### src/rtl/rice_bus_if.sv
// rice_bus_if: generic request/response bus with non-posted writes.
//   request_valid/request_ready  request handshake (master -> slave)
//   request_write                1 = write, 0 = read
//   address, request_data        request payload, held stable while request_valid && !request_ready
//   response_valid/ready         response handshake (slave -> master)
//   response_data                read data
//   response_error               access rejected by the slave
interface rice_bus_if #(
  parameter int unsigned AddrWidth = 12,
  parameter int unsigned DataWidth = 32
);
  logic                 request_valid;
  logic                 request_ready;
  logic                 request_write;
  logic [AddrWidth-1:0] address;
  logic [DataWidth-1:0] request_data;
  logic                 response_valid;
  logic                 response_ready;
  logic [DataWidth-1:0] response_data;
  logic                 response_error;

  modport master (
    output request_valid, request_write, address, request_data, response_ready,
    input  request_ready, response_valid, response_data, response_error
  );

  modport slave (
    input  request_valid, request_write, address, request_data, response_ready,
    output request_ready, response_valid, response_data, response_error
  );
endinterface

### src/rtl/rice_core_csr_access.sv
// rice_core_csr_access: Zicsr execution unit of the rice core.
// Runs CSRRW/CSRRS/CSRRC (and immediate forms) as a read phase and/or a write phase on the
// CSR bus, returns the old CSR value for rd, and raises an illegal-instruction indication on
// bus errors or writes to read-only CSRs.
//
// Ports:
//   i_clk, i_rst_n    clock, asynchronous active-low reset
//   i_valid/o_ready   instruction handshake; accepted only in idle
//   i_funct3          Zicsr funct3 (001 RW, 010 RS, 011 RC, 101/110/111 immediate forms)
//   i_address         CSR address
//   i_rs1_value       register operand
//   i_uimm            immediate operand / rs1 index (zero test for RS/RC write suppression)
//   i_rd_zero         rd is x0 (suppresses the read of RW forms)
//   i_flush           kill the current instruction
//   o_done            one-cycle completion pulse
//   o_result          old CSR value (0 when no read was performed)
//   o_rd_write        write o_result to rd
//   o_illegal         illegal-instruction exception
//   csr_if            CSR bus master port
module rice_core_csr_access #(
  parameter int unsigned XLEN = 32
) (
  input  logic            i_clk,
  input  logic            i_rst_n,
  input  logic            i_valid,
  output logic            o_ready,
  input  logic [2:0]      i_funct3,
  input  logic [11:0]     i_address,
  input  logic [XLEN-1:0] i_rs1_value,
  input  logic [4:0]      i_uimm,
  input  logic            i_rd_zero,
  input  logic            i_flush,
  output logic            o_done,
  output logic [XLEN-1:0] o_result,
  output logic            o_rd_write,
  output logic            o_illegal,
  rice_bus_if.master      csr_if
);

  typedef enum logic [2:0] {
    StIdle,
    StRdReq,
    StRdRsp,
    StWrReq,
    StWrRsp,
    StDone
  } state_e;

  // funct3[1:0] encodings of the operation
  localparam logic [1:0] OpRw = 2'b01;
  localparam logic [1:0] OpRs = 2'b10;

  state_e            r_state;
  state_e            w_state_next;
  logic [1:0]        r_op;
  logic [XLEN-1:0]   r_operand;
  logic [11:0]       r_address;
  logic              r_do_read;
  logic              r_do_write;
  logic [XLEN-1:0]   r_old;
  logic              r_illegal;
  logic              r_killed;

  logic [XLEN-1:0]   w_operand;
  logic              w_is_rw;
  logic              w_src_zero;
  logic              w_do_read;
  logic              w_do_write;
  logic              w_read_only;
  logic              w_accept;
  logic              w_killed;
  logic              w_rd_rsp;
  logic              w_wr_rsp;
  logic [XLEN-1:0]   w_wdata;

  // Decode of the instruction presented at the inputs (only meaningful in idle).
  always_comb begin
    w_operand   = i_funct3[2] ? {{(XLEN-5){1'b0}}, i_uimm} : i_rs1_value;
    w_is_rw     = (i_funct3[1:0] == OpRw);
    w_src_zero  = (i_uimm == 5'd0);
    w_do_read   = !(w_is_rw && i_rd_zero);
    w_do_write  = w_is_rw || !w_src_zero;
    w_read_only = (i_address[11:10] == 2'b11) && w_do_write;
    w_accept    = (r_state == StIdle) && i_valid && !i_flush;
  end

  // A flush in the same cycle as a response counts, so the drain ends right there.
  assign w_killed = r_killed || i_flush;
  assign w_rd_rsp = (r_state == StRdRsp) && csr_if.response_valid;
  assign w_wr_rsp = (r_state == StWrRsp) && csr_if.response_valid;

  always_comb begin
    w_state_next = r_state;
    unique case (r_state)
      StIdle: begin
        if (w_accept) begin
          if (w_read_only) begin
            w_state_next = StDone;
          end else if (w_do_read) begin
            w_state_next = StRdReq;
          end else begin
            w_state_next = StWrReq;
          end
        end
      end
      StRdReq: begin
        // Request stays up until taken, even when killed.
        if (csr_if.request_ready) begin
          w_state_next = StRdRsp;
        end
      end
      StRdRsp: begin
        if (csr_if.response_valid) begin
          if (w_killed) begin
            w_state_next = StIdle;
          end else if (csr_if.response_error || !r_do_write) begin
            w_state_next = StDone;
          end else begin
            w_state_next = StWrReq;
          end
        end
      end
      StWrReq: begin
        if (csr_if.request_ready) begin
          w_state_next = StWrRsp;
        end
      end
      StWrRsp: begin
        if (csr_if.response_valid) begin
          w_state_next = w_killed ? StIdle : StDone;
        end
      end
      StDone: begin
        w_state_next = StIdle;
      end
      default: begin
        w_state_next = StIdle;
      end
    endcase
  end

  always_ff @(posedge i_clk or negedge i_rst_n) begin
    if (!i_rst_n) begin
      r_state    <= StIdle;
      r_op       <= 2'b00;
      r_operand  <= '0;
      r_address  <= '0;
      r_do_read  <= 1'b0;
      r_do_write <= 1'b0;
      r_old      <= '0;
      r_illegal  <= 1'b0;
      r_killed   <= 1'b0;
    end else begin
      r_state <= w_state_next;

      if (r_state == StIdle) begin
        r_killed <= 1'b0;
      end else if (i_flush) begin
        r_killed <= 1'b1;
      end

      if (w_accept) begin
        r_op       <= i_funct3[1:0];
        r_operand  <= w_operand;
        r_address  <= i_address;
        r_do_read  <= w_do_read && !w_read_only;
        r_do_write <= w_do_write;
        // Result reads as zero unless a read phase later overwrites it.
        r_old      <= '0;
        r_illegal  <= w_read_only;
      end

      if (w_rd_rsp) begin
        r_old <= csr_if.response_data;
        if (csr_if.response_error) begin
          r_illegal <= 1'b1;
        end
      end

      if (w_wr_rsp && csr_if.response_error) begin
        r_illegal <= 1'b1;
      end
    end
  end

  // Write data is a function of registered operand and captured old value only.
  always_comb begin
    case (r_op)
      OpRw:    w_wdata = r_operand;
      OpRs:    w_wdata = r_old | r_operand;
      default: w_wdata = r_old & ~r_operand;
    endcase
  end

  assign csr_if.request_valid  = (r_state == StRdReq) || (r_state == StWrReq);
  assign csr_if.request_write  = (r_state == StWrReq);
  assign csr_if.address        = r_address;
  assign csr_if.request_data   = w_wdata;
  assign csr_if.response_ready = (r_state == StRdRsp) || (r_state == StWrRsp);

  assign o_ready    = (r_state == StIdle);
  assign o_done     = (r_state == StDone);
  assign o_result   = r_old;
  assign o_rd_write = o_done && r_do_read && !r_illegal;
  assign o_illegal  = o_done && r_illegal;

endmodule

### src/flat_wrapper.sv
// flat-port wrapper written by rule: the top's interface ports become plain ports
module rice_core_csr_access_flat 
#(
  parameter int unsigned XLEN = 32
)
  (i_clk, i_rst_n, i_valid, o_ready, i_funct3, i_address, i_rs1_value, i_uimm, i_rd_zero, i_flush, o_done, o_result, o_rd_write, o_illegal, csr_if_request_valid, csr_if_request_write, csr_if_address, csr_if_request_data, csr_if_response_ready, csr_if_request_ready, csr_if_response_valid, csr_if_response_data, csr_if_response_error);
  rice_bus_if #(.AddrWidth(12), .DataWidth(XLEN)) csr_if_i ();
  input  logic i_clk;
  input  logic i_rst_n;
  input  logic i_valid;
  output logic o_ready;
  input  logic [2:0] i_funct3;
  input  logic [11:0] i_address;
  input  logic [XLEN-1:0] i_rs1_value;
  input  logic [4:0] i_uimm;
  input  logic i_rd_zero;
  input  logic i_flush;
  output logic o_done;
  output logic [XLEN-1:0] o_result;
  output logic o_rd_write;
  output logic o_illegal;
  output wire logic [$bits(csr_if_i.request_valid)-1:0] csr_if_request_valid;
  output wire logic [$bits(csr_if_i.request_write)-1:0] csr_if_request_write;
  output wire logic [$bits(csr_if_i.address)-1:0] csr_if_address;
  output wire logic [$bits(csr_if_i.request_data)-1:0] csr_if_request_data;
  output wire logic [$bits(csr_if_i.response_ready)-1:0] csr_if_response_ready;
  input wire logic [$bits(csr_if_i.request_ready)-1:0] csr_if_request_ready;
  input wire logic [$bits(csr_if_i.response_valid)-1:0] csr_if_response_valid;
  input wire logic [$bits(csr_if_i.response_data)-1:0] csr_if_response_data;
  input wire logic [$bits(csr_if_i.response_error)-1:0] csr_if_response_error;
  assign csr_if_request_valid = csr_if_i.request_valid;
  assign csr_if_request_write = csr_if_i.request_write;
  assign csr_if_address = csr_if_i.address;
  assign csr_if_request_data = csr_if_i.request_data;
  assign csr_if_response_ready = csr_if_i.response_ready;
  assign csr_if_i.request_ready = csr_if_request_ready;
  assign csr_if_i.response_valid = csr_if_response_valid;
  assign csr_if_i.response_data = csr_if_response_data;
  assign csr_if_i.response_error = csr_if_response_error;
  rice_core_csr_access #(.XLEN(XLEN)) u_core (.i_clk(i_clk), .i_rst_n(i_rst_n), .i_valid(i_valid), .o_ready(o_ready), .i_funct3(i_funct3), .i_address(i_address), .i_rs1_value(i_rs1_value), .i_uimm(i_uimm), .i_rd_zero(i_rd_zero), .i_flush(i_flush), .o_done(o_done), .o_result(o_result), .o_rd_write(o_rd_write), .o_illegal(o_illegal), .csr_if(csr_if_i));
endmodule
### config.mk
export PLATFORM = sky130hd
export DESIGN_NAME = rice_core_csr_access_flat
export DESIGN_NICKNAME = d
export VERILOG_FILES = /design/src/rtl/rice_bus_if.sv /design/src/rtl/rice_core_csr_access.sv /design/src/flat_wrapper.sv
export SDC_FILE = /design/constraint.sdc
export NUM_CORES = 1
export LEC_CHECK = 0
export BUFFER_PORTS_ARGS = -buffer_cell sky130_fd_sc_hd__clkbuf_2
export CAP_MARGIN = 10
export CORE_MARGIN = 1.5
export CORE_UTILIZATION = 30
export CTS_CLUSTER_SIZE = 30
export DETAILED_ROUTE_END_ITERATION = 8
export GPL_TIMING_DRIVEN = 0
export PLACE_DENSITY = 0.61
export SYNTH_ARGS = -nofsm -noshare
export SYNTH_HDL_FRONTEND = slang
export SYNTH_SLANG_ARGS = --single-unit
### constraint.sdc
create_clock -name i_clk -period 3.7 [get_ports i_clk]
set_input_delay 0.74 -clock i_clk [delete_from_list [all_inputs] [get_ports i_clk]]
set_output_delay 0.74 -clock i_clk [all_outputs]
set_load 0.03 [all_outputs]
* Word level (Yosys, flattened, before mapping) *
Cells that the tools add are included.

cells by class
  equality and inequality tests = 14
  multiplexer cells = 21
  bitwise gates (word level) = 3
  reduce and logical (&&, ||, !) cells = 27

operator list
  cell                count
  $mux 32             3
  $pmux 32 s2         1
  $and 32x32->32      1
  $not 32->32         1
  $or 32x32->32       1
  $mux 3              9
  $pmux 3 s5          1
  $logic_and 1x1->1   11
  $eq 3x2->1 const B  2
  $eq 3x3->1 const B  2
  $logic_not 1->1     6
  $mux 1              6
  $ne 2x2->1 const B  3
  $logic_not 5->1     1
  $logic_or 1x1->1    5
  $reduce_and 5->1    1
  $eq 2x1->1 const B  2
  $eq 2x2->1 const B  2
  $ne 2x1->1 const B  2
  $reduce_bool 2->1   2
  $eq 3x1->1 const B  1
  $logic_not 3->1     1
  $mux 2              1

word-level totals
  bits in registers = 85
  output and inout port bits = 83
  word-level logic and storage cells = 74

* Depth between registers and ports, before layout *
Gate-level depths: netlist (run 1).

  depth in word-level cells = 8
  gate-level depth with buffers = 7
  mapped depth without buffers = 6

* Worst setup path before layout (run 1) *
Ideal clock, no wire load.

  path kind = register to output
  start = reg u_core.r_op[0]
  end = out csr_if_request_data[0]
  data arrival time = 1948 ps
  required time = 2960 ps
  setup slack = 1012 ps
  stages on the path, launching flop included = 7
  path through = dfrtp_1 inv_1 ha_1 clkbuf_1 nor2_1 clkbuf_1 a221oi_1

on the way
  word-level cells in the longest chain between the ends = 2

RTL lines
  item                                      line                         text
  start: declaration                        rice_core_csr_access.sv:55   logic [1:0] r_op;
  start signal: assignment                  rice_core_csr_access.sv:163  r_op <= i_funct3[1:0];
  $eq 2x2->1 or $eq 2x1->1 (tied branches)  rice_core_csr_access.sv:188  case (r_op)
  $pmux 32 s2 *                             rice_core_csr_access.sv:188
  end: declaration                          flat_wrapper.sv:25           output wire logic [$bits(csr_if_i.request_data)-1:0] csr_if_request_data;

Mark *: on every way between the ends. The rest lies on a longest branch, timed or not.

* Worst setup path in the final report (run 1) *
Same ends and word-level chain as after synthesis.

==> flow_summary.yaml, run 1 <==
clock_tree:
  cts_hold_buf: 0
  cts_tree: "built"
  clkTransAtPathRegs_ps: 60
  clk-insertion-delay-late_ps: 340
  cts_setup_buffers: 0
  numCtsBuffers: 9
  cts_root_buffer: "clkbuf_16"
  htree_levels: 3
  cts.sinks: 85
  clockBufferDepth: 2
  ctsResizeCount: 0
yosys:
  ys_top_cells_by_count: "nand2_1, dfrtp_1, o21ai_1"
  ys_types: 33
  yosys_warnings: 0
  synth_edf_count: 0
  synth_area_per_cell_um2: 8.84
  synth_most_common_cell: "nand2_1"
  synthTopCellsByArea: "dfrtp_1, nand2_1, o21ai_1"
  synth_cells: 481
  yosys.area.top_type_share: 0.500
  synth_top_cell_by_area: "dfrtp_1"
  synth_seq_cells: 85
  synthFlopType: "dfrtp_1"
  syn_area_um2: 4250
  synth_nets: 575
  async_flop_share: 1.00
  ys_seq_area_frac: 0.500
timing:
  slew_headroom: 0.561
  finalCriticalPeriod_ps: 3200
  holdWs_ps: 436
  rsz0062_at_grt: "false"
  setup_viol: 0
  hold_viol: 0
  fin_crit_sh: 0.866
  slew_violations: 0
  setup_tns_ps: 0
  setup_slack_ps: 498
  tightest_slew_ps: 658
  fmax_mhz: 312
  finClkSkew_ps: 4.57
drt:
  ant_nets: 0
  routed_wl_um: 13500
  dr.pass1.iters: 5
  post-route-drc-count: 0
  routed_via_density: 4.81
  wl_per_cell_um: 15.9
  drtIter0Drc: 232
  route.vias.total: 4096
cells_and_area:
  nNetsFinal: 761
  diodes: 0
  area_growth_pct: 32.9
  drive_above_1_share: 0.314
  fin_util: 0.407
floorplan:
  die_area_um2: 14900
  die_x_um: 122
  start_util: 0.306
  io_pins: 175
  core-area_um2: 13900
  die_y_um: 122
  row_count: 43
global_routing:
  grt_pass1_vias: 4126
  grtUsageTotal: 0.187
  antenna_found_initial: 0
  grt_pass1_wl_um: 21100
  grt_max_degree: 45
  grt_overflow: 0
placement:
  dpl.hpwl_um: 10200
  port_buffers: 174
  place_ws_ps: 864
  place.gp.congestion: 0.830
critical_path:
  cp-end-kind: "output port"
  worst-path-max-fanout: 10
  cp.arrival_ps: 2460
  cp-start-kind: "flop"
  worstRegToRegCells: 6
  crit_required_ps: 2960
  path_class: "reg -> out"
worst_hold_path:
  hold_class: "in -> async"
run:
  max_cap_viol_count: 0
power_and_ir_drop:
  powerDensity_nw_per_um2: 1040
  total_power_w: 0.00588
  ir_drop_uv: 494
  p_leak_nw: 2.73
outcome:
  status: "completed"
sequential cells by signal, summed over array words and instances, names as in the netlist:
signal	cells
u_core.r_do_write	1
u_core.r_killed	1
u_core.r_operand	32
u_core.o_result	32
u_core.r_illegal	1
u_core.csr_if.address	12
u_core.r_state	3
u_core.r_do_read	1
u_core.r_op	2
final cells by class:
class / count / area (um^2)
fillers: 1413 / 8230
flip-flops and latches: 85 / 2130
multi-input cells: 357 / 1940
repair buffers: 175 / 893
clock buffers: 14 / 274
well taps: 180 / 225
plain buffers: 35 / 170
inverters: 4 / 15.0
clock inverters: 1 / 5.00
worst max-delay path, stage by stage, from the launching register on:
cell,delay [ps]
dfrtp_1,400
inv_1,60
ha_1,270
clkbuf_1,250
nor2_1,130
clkbuf_1,310
a221oi_1,420
clkbuf_2,270
layout by cell type, fill, tap and decap left out, types with 5 or more instances in the layout:
cell and n:
a221oi_1 31, nor2b_1 5, o21ai_0 5, a21oi_1 6, clkbuf_16 9, clkbuf_1 21, buf_2 13, mux2_1 14
nor2_1 40, dfrtp_1 85, o21ai_1 67, clkbuf_2 173, nand2b_1 29, nand2_1 132, mux2i_1 6
power breakdown:
group          leakage, nW  switching, W  internal (W)
combinational         1.50       0.00233      0.000955
clock                0.139      0.000366      0.000506
sequential            1.10      0.000372       0.00136
layer usage:
layer	GRT usage	share of wire	vias up
met4	0.0429	0.0091	0
met3	0.0459	0.059	10
met1	0.242	0.44	1931
met5	0	0	-
li1	-	-	2018
met2	0.314	0.49	137
per-stage QoR:
step | area (um^2) | instances
after floorplan | 4250 | 481
after CTS | 5650 | 851
after detailed placement | 5370 | 836
final | 5650 | 851
after global placement | 5350 | 835
after global routing | 5650 | 851
path summary, 6_finish.rpt:
kind                                           from                        to  slack (ps)
max                                  u_core.r_op[0]    csr_if_request_data[0]         500
min in group i_clk         u_core.csr_if.address[2]  u_core.csr_if.address[2]         500
max in group asynchronous                   i_rst_n       u_core.o_result[24]        2580
min reg2reg                u_core.csr_if.address[2]  u_core.csr_if.address[2]         500
max reg2reg                       u_core.r_state[2]          u_core.r_illegal        1980
min                                         i_rst_n  u_core.csr_if.address[3]         440
cells by family after synthesis:
kind of cell | after synthesis | synth area share
AO/OA/AOI/OAI | 117 | 0.176
adder cells (fa/ha/maj) | 2 | 0.00588
buffers and inverters | 39 | 0.0435
flip-flops | 85 | 0.500
multiplexers | 20 | 0.0512
AND/OR/NAND/NOR | 218 | 0.224
(Power assumes the default switching activity.)
==> inputs of run 2 (changes only) <==
BUFFER_PORTS_ARGS = default   (was -buffer_cell sky130_fd_sc_hd__clkbuf_2)
DONT_BUFFER_PORTS = 1   (was default)
PLACE_DENSITY = 0.51   (was 0.61)
==> run 2 against run 1 <==
Clock-buffer cell count down 5; combinational power fell by 29%; design area is 15% lower; largest power group unchanged; non-clock buffer count fell by 175; total power down 6.7%; via count down 14%; worst setup slack worse by 390 ps.
==> flow_summary.yaml, run 2 (synthesis gave the netlist of run 1 again) <==
timing:
  tightest_slew_ps: 1130
  rsz0062_at_grt: "true"
  fmax_mhz: 278
  finalCriticalPeriod_ps: 3590
  setup_viol: 0
  finClkSkew_ps: 7.13
  slew_violations: 0
  slew_headroom: 0.241
  fin_crit_sh: 0.971
  hold_viol: 0
critical_path:
  r2r_setup_slack_ps: 1630
  cp.buffers_inverters: 3
  cp-end-kind: "output port"
  worst_r2r_endpoint: "u_core.r_illegal"
  crit_chain: "inv_1 -> ha_1 -> clkbuf_1 -> nor2_1 -> clkbuf_1 -> a221oi_1"
  cpMostUsedCell: "clkbuf_1"
  cp.arrival_ps: 2850
  crit_required_ps: 2960
  max_stage_delay_ps: 1040
  cp_slowest_cell: "a221oi_1"
  regToRegStartpoint: "u_core.r_state[2]"
  cpLargestDelayFamily: "compound AO/OA/AOI/OAI gates"
  path_class: "reg -> out"
  worstRegToRegCells: 6
  cp-start-kind: "flop"
  worst-path-max-fanout: 10
clock_tree:
  clockBufferDepth: 2
  numCtsBuffers: 9
  htree_levels: 3
  cts_root_buffer: "clkbuf_16"
  clk-insertion-delay-late_ps: 340
  cts_setup_buffers: 0
  cts_hold_buf: 0
  clkTransAtPathRegs_ps: 70
  cts.sinks: 85
  cts_tree: "built"
drt:
  wl_per_cell_um: 19.5
  routed_via_density: 5.22
  route.vias.total: 3532
  post-route-drc-count: 0
  drtIter0Drc: 189
  ant_nets: 0
  routed_wl_um: 13200
  dr.pass1.iters: 4
placement:
  dpl.hpwl_um: 9450
  place.gp.congestion: 0.781
  place_area_um2: 4480
  port_buffers: 0
global_routing:
  use_met3: 0.0501
  grt_overflow: 0
  grt_use_met1: 0.234
  grt_max_degree: 86
  grtUsageTotal: 0.180
  antenna_found_initial: 0
  met2_usage: 0.284
  grt_busiest_layer: "met2"
  grt_pass1_vias: 3453
  grt_pass1_wl_um: 19800
power_and_ir_drop:
  p_leak_nw: 1.99
  ir_drop_uv: 473
  total_power_w: 0.00549
  powerDensity_nw_per_um2: 1140
floorplan:
  die_y_um: 122
  row_count: 43
  core-area_um2: 13900
  start_util: 0.306
  io_pins: 175
  die_x_um: 122
  die_area_um2: 14900
cells_and_area:
  layout_commonest_cell: "nand2_1"
  fillers: 1434
  multiInputGateArea_um2: 1950
  nNetsFinal: 586
  layout_common_cells: "nand2_1, dfrtp_1, o21ai_1"
  drive_above_1_share: 0.0786
  diodes: 0
  area_growth_pct: 12.8
  fin_area_um2: 4800
  seq_area_um2: 2130
outcome:
  status: "completed"
run:
  max_cap_viol_count: 0
worst_hold_path:
  hold_class: "in -> async"
## run 2: cell count changes in the layout (fill, tap and decap cells not counted), sizes merged
cell / delta
clkinvlp: +2
bufinv: +2
buf: -1
clkinv: +1
clkbuf: -179
## run 2: per-stage QoR
stage	TNS [ps]	hold slack, ps	worst slack, ps	cells	utilization
CTS	0	66.1	74.8	676	0.345
finish	0	90.3	107	676	0.346
detailed placement	0	446	456	661	0.323
global route	-425	61.7	-65.6	676	0.346
floorplan	0	444	1010	481	-
global placement	0	446	450	661	0.323
## run 2: worst max-delay path by stage
stage,slack (ps),endpoint,startpoint,cells after the start
final,110,csr_if_request_data[4],u_core.r_op[0],6
after global routing,-70,csr_if_request_data[0],u_core.r_op[0],6
after CTS,70,csr_if_request_data[2],u_core.r_op[0],6
after detailed placement,460,csr_if_request_data[2],u_core.r_op[0],6
after global placement,450,csr_if_request_data[2],u_core.r_op[0],6
after floorplan,1010,csr_if_request_data[0],u_core.r_op[0],6
## run 2: worst register-to-register path, stage by stage (launching register included)
cell	delay, ps
dfrtp_1	370
buf_6	140
nor3_4	440
nand2_2	270
clkbuf_1	390
a32oi_1	260
o21ai_1	90
## run 2: layer usage
layer	wire length [um]	share of wire
met1	5780	0.44
met2	6190	0.47
met3	973	0.074
met4	251	0.019
met5	0	0
## run 2: power by group
part           leakage, nW  internal [W]  switching, W  total, W
sequential            1.10       0.00135      0.000844   0.00219
clock                0.147      0.000588      0.000380  0.000968
combinational        0.746      0.000591       0.00174   0.00233
## run 2: what timing repair did
action                                  4_1_cts  5_1_grt
endpoints found under the setup margin        0       10
gates resized for setup                       0        1
endpoints found under the hold margin         0        0
## run 2: cell type report
class | count | share of cell area
Sequential cell | 85 | 0.443
Multi-Input combinational cell | 357 | 0.406
Clock buffer | 9 | 0.0469
Tap cell | 180 | 0.0469
Buffer | 35 | 0.0355
Clock inverter | 6 | 0.0185
Inverter | 4 | 0.00313
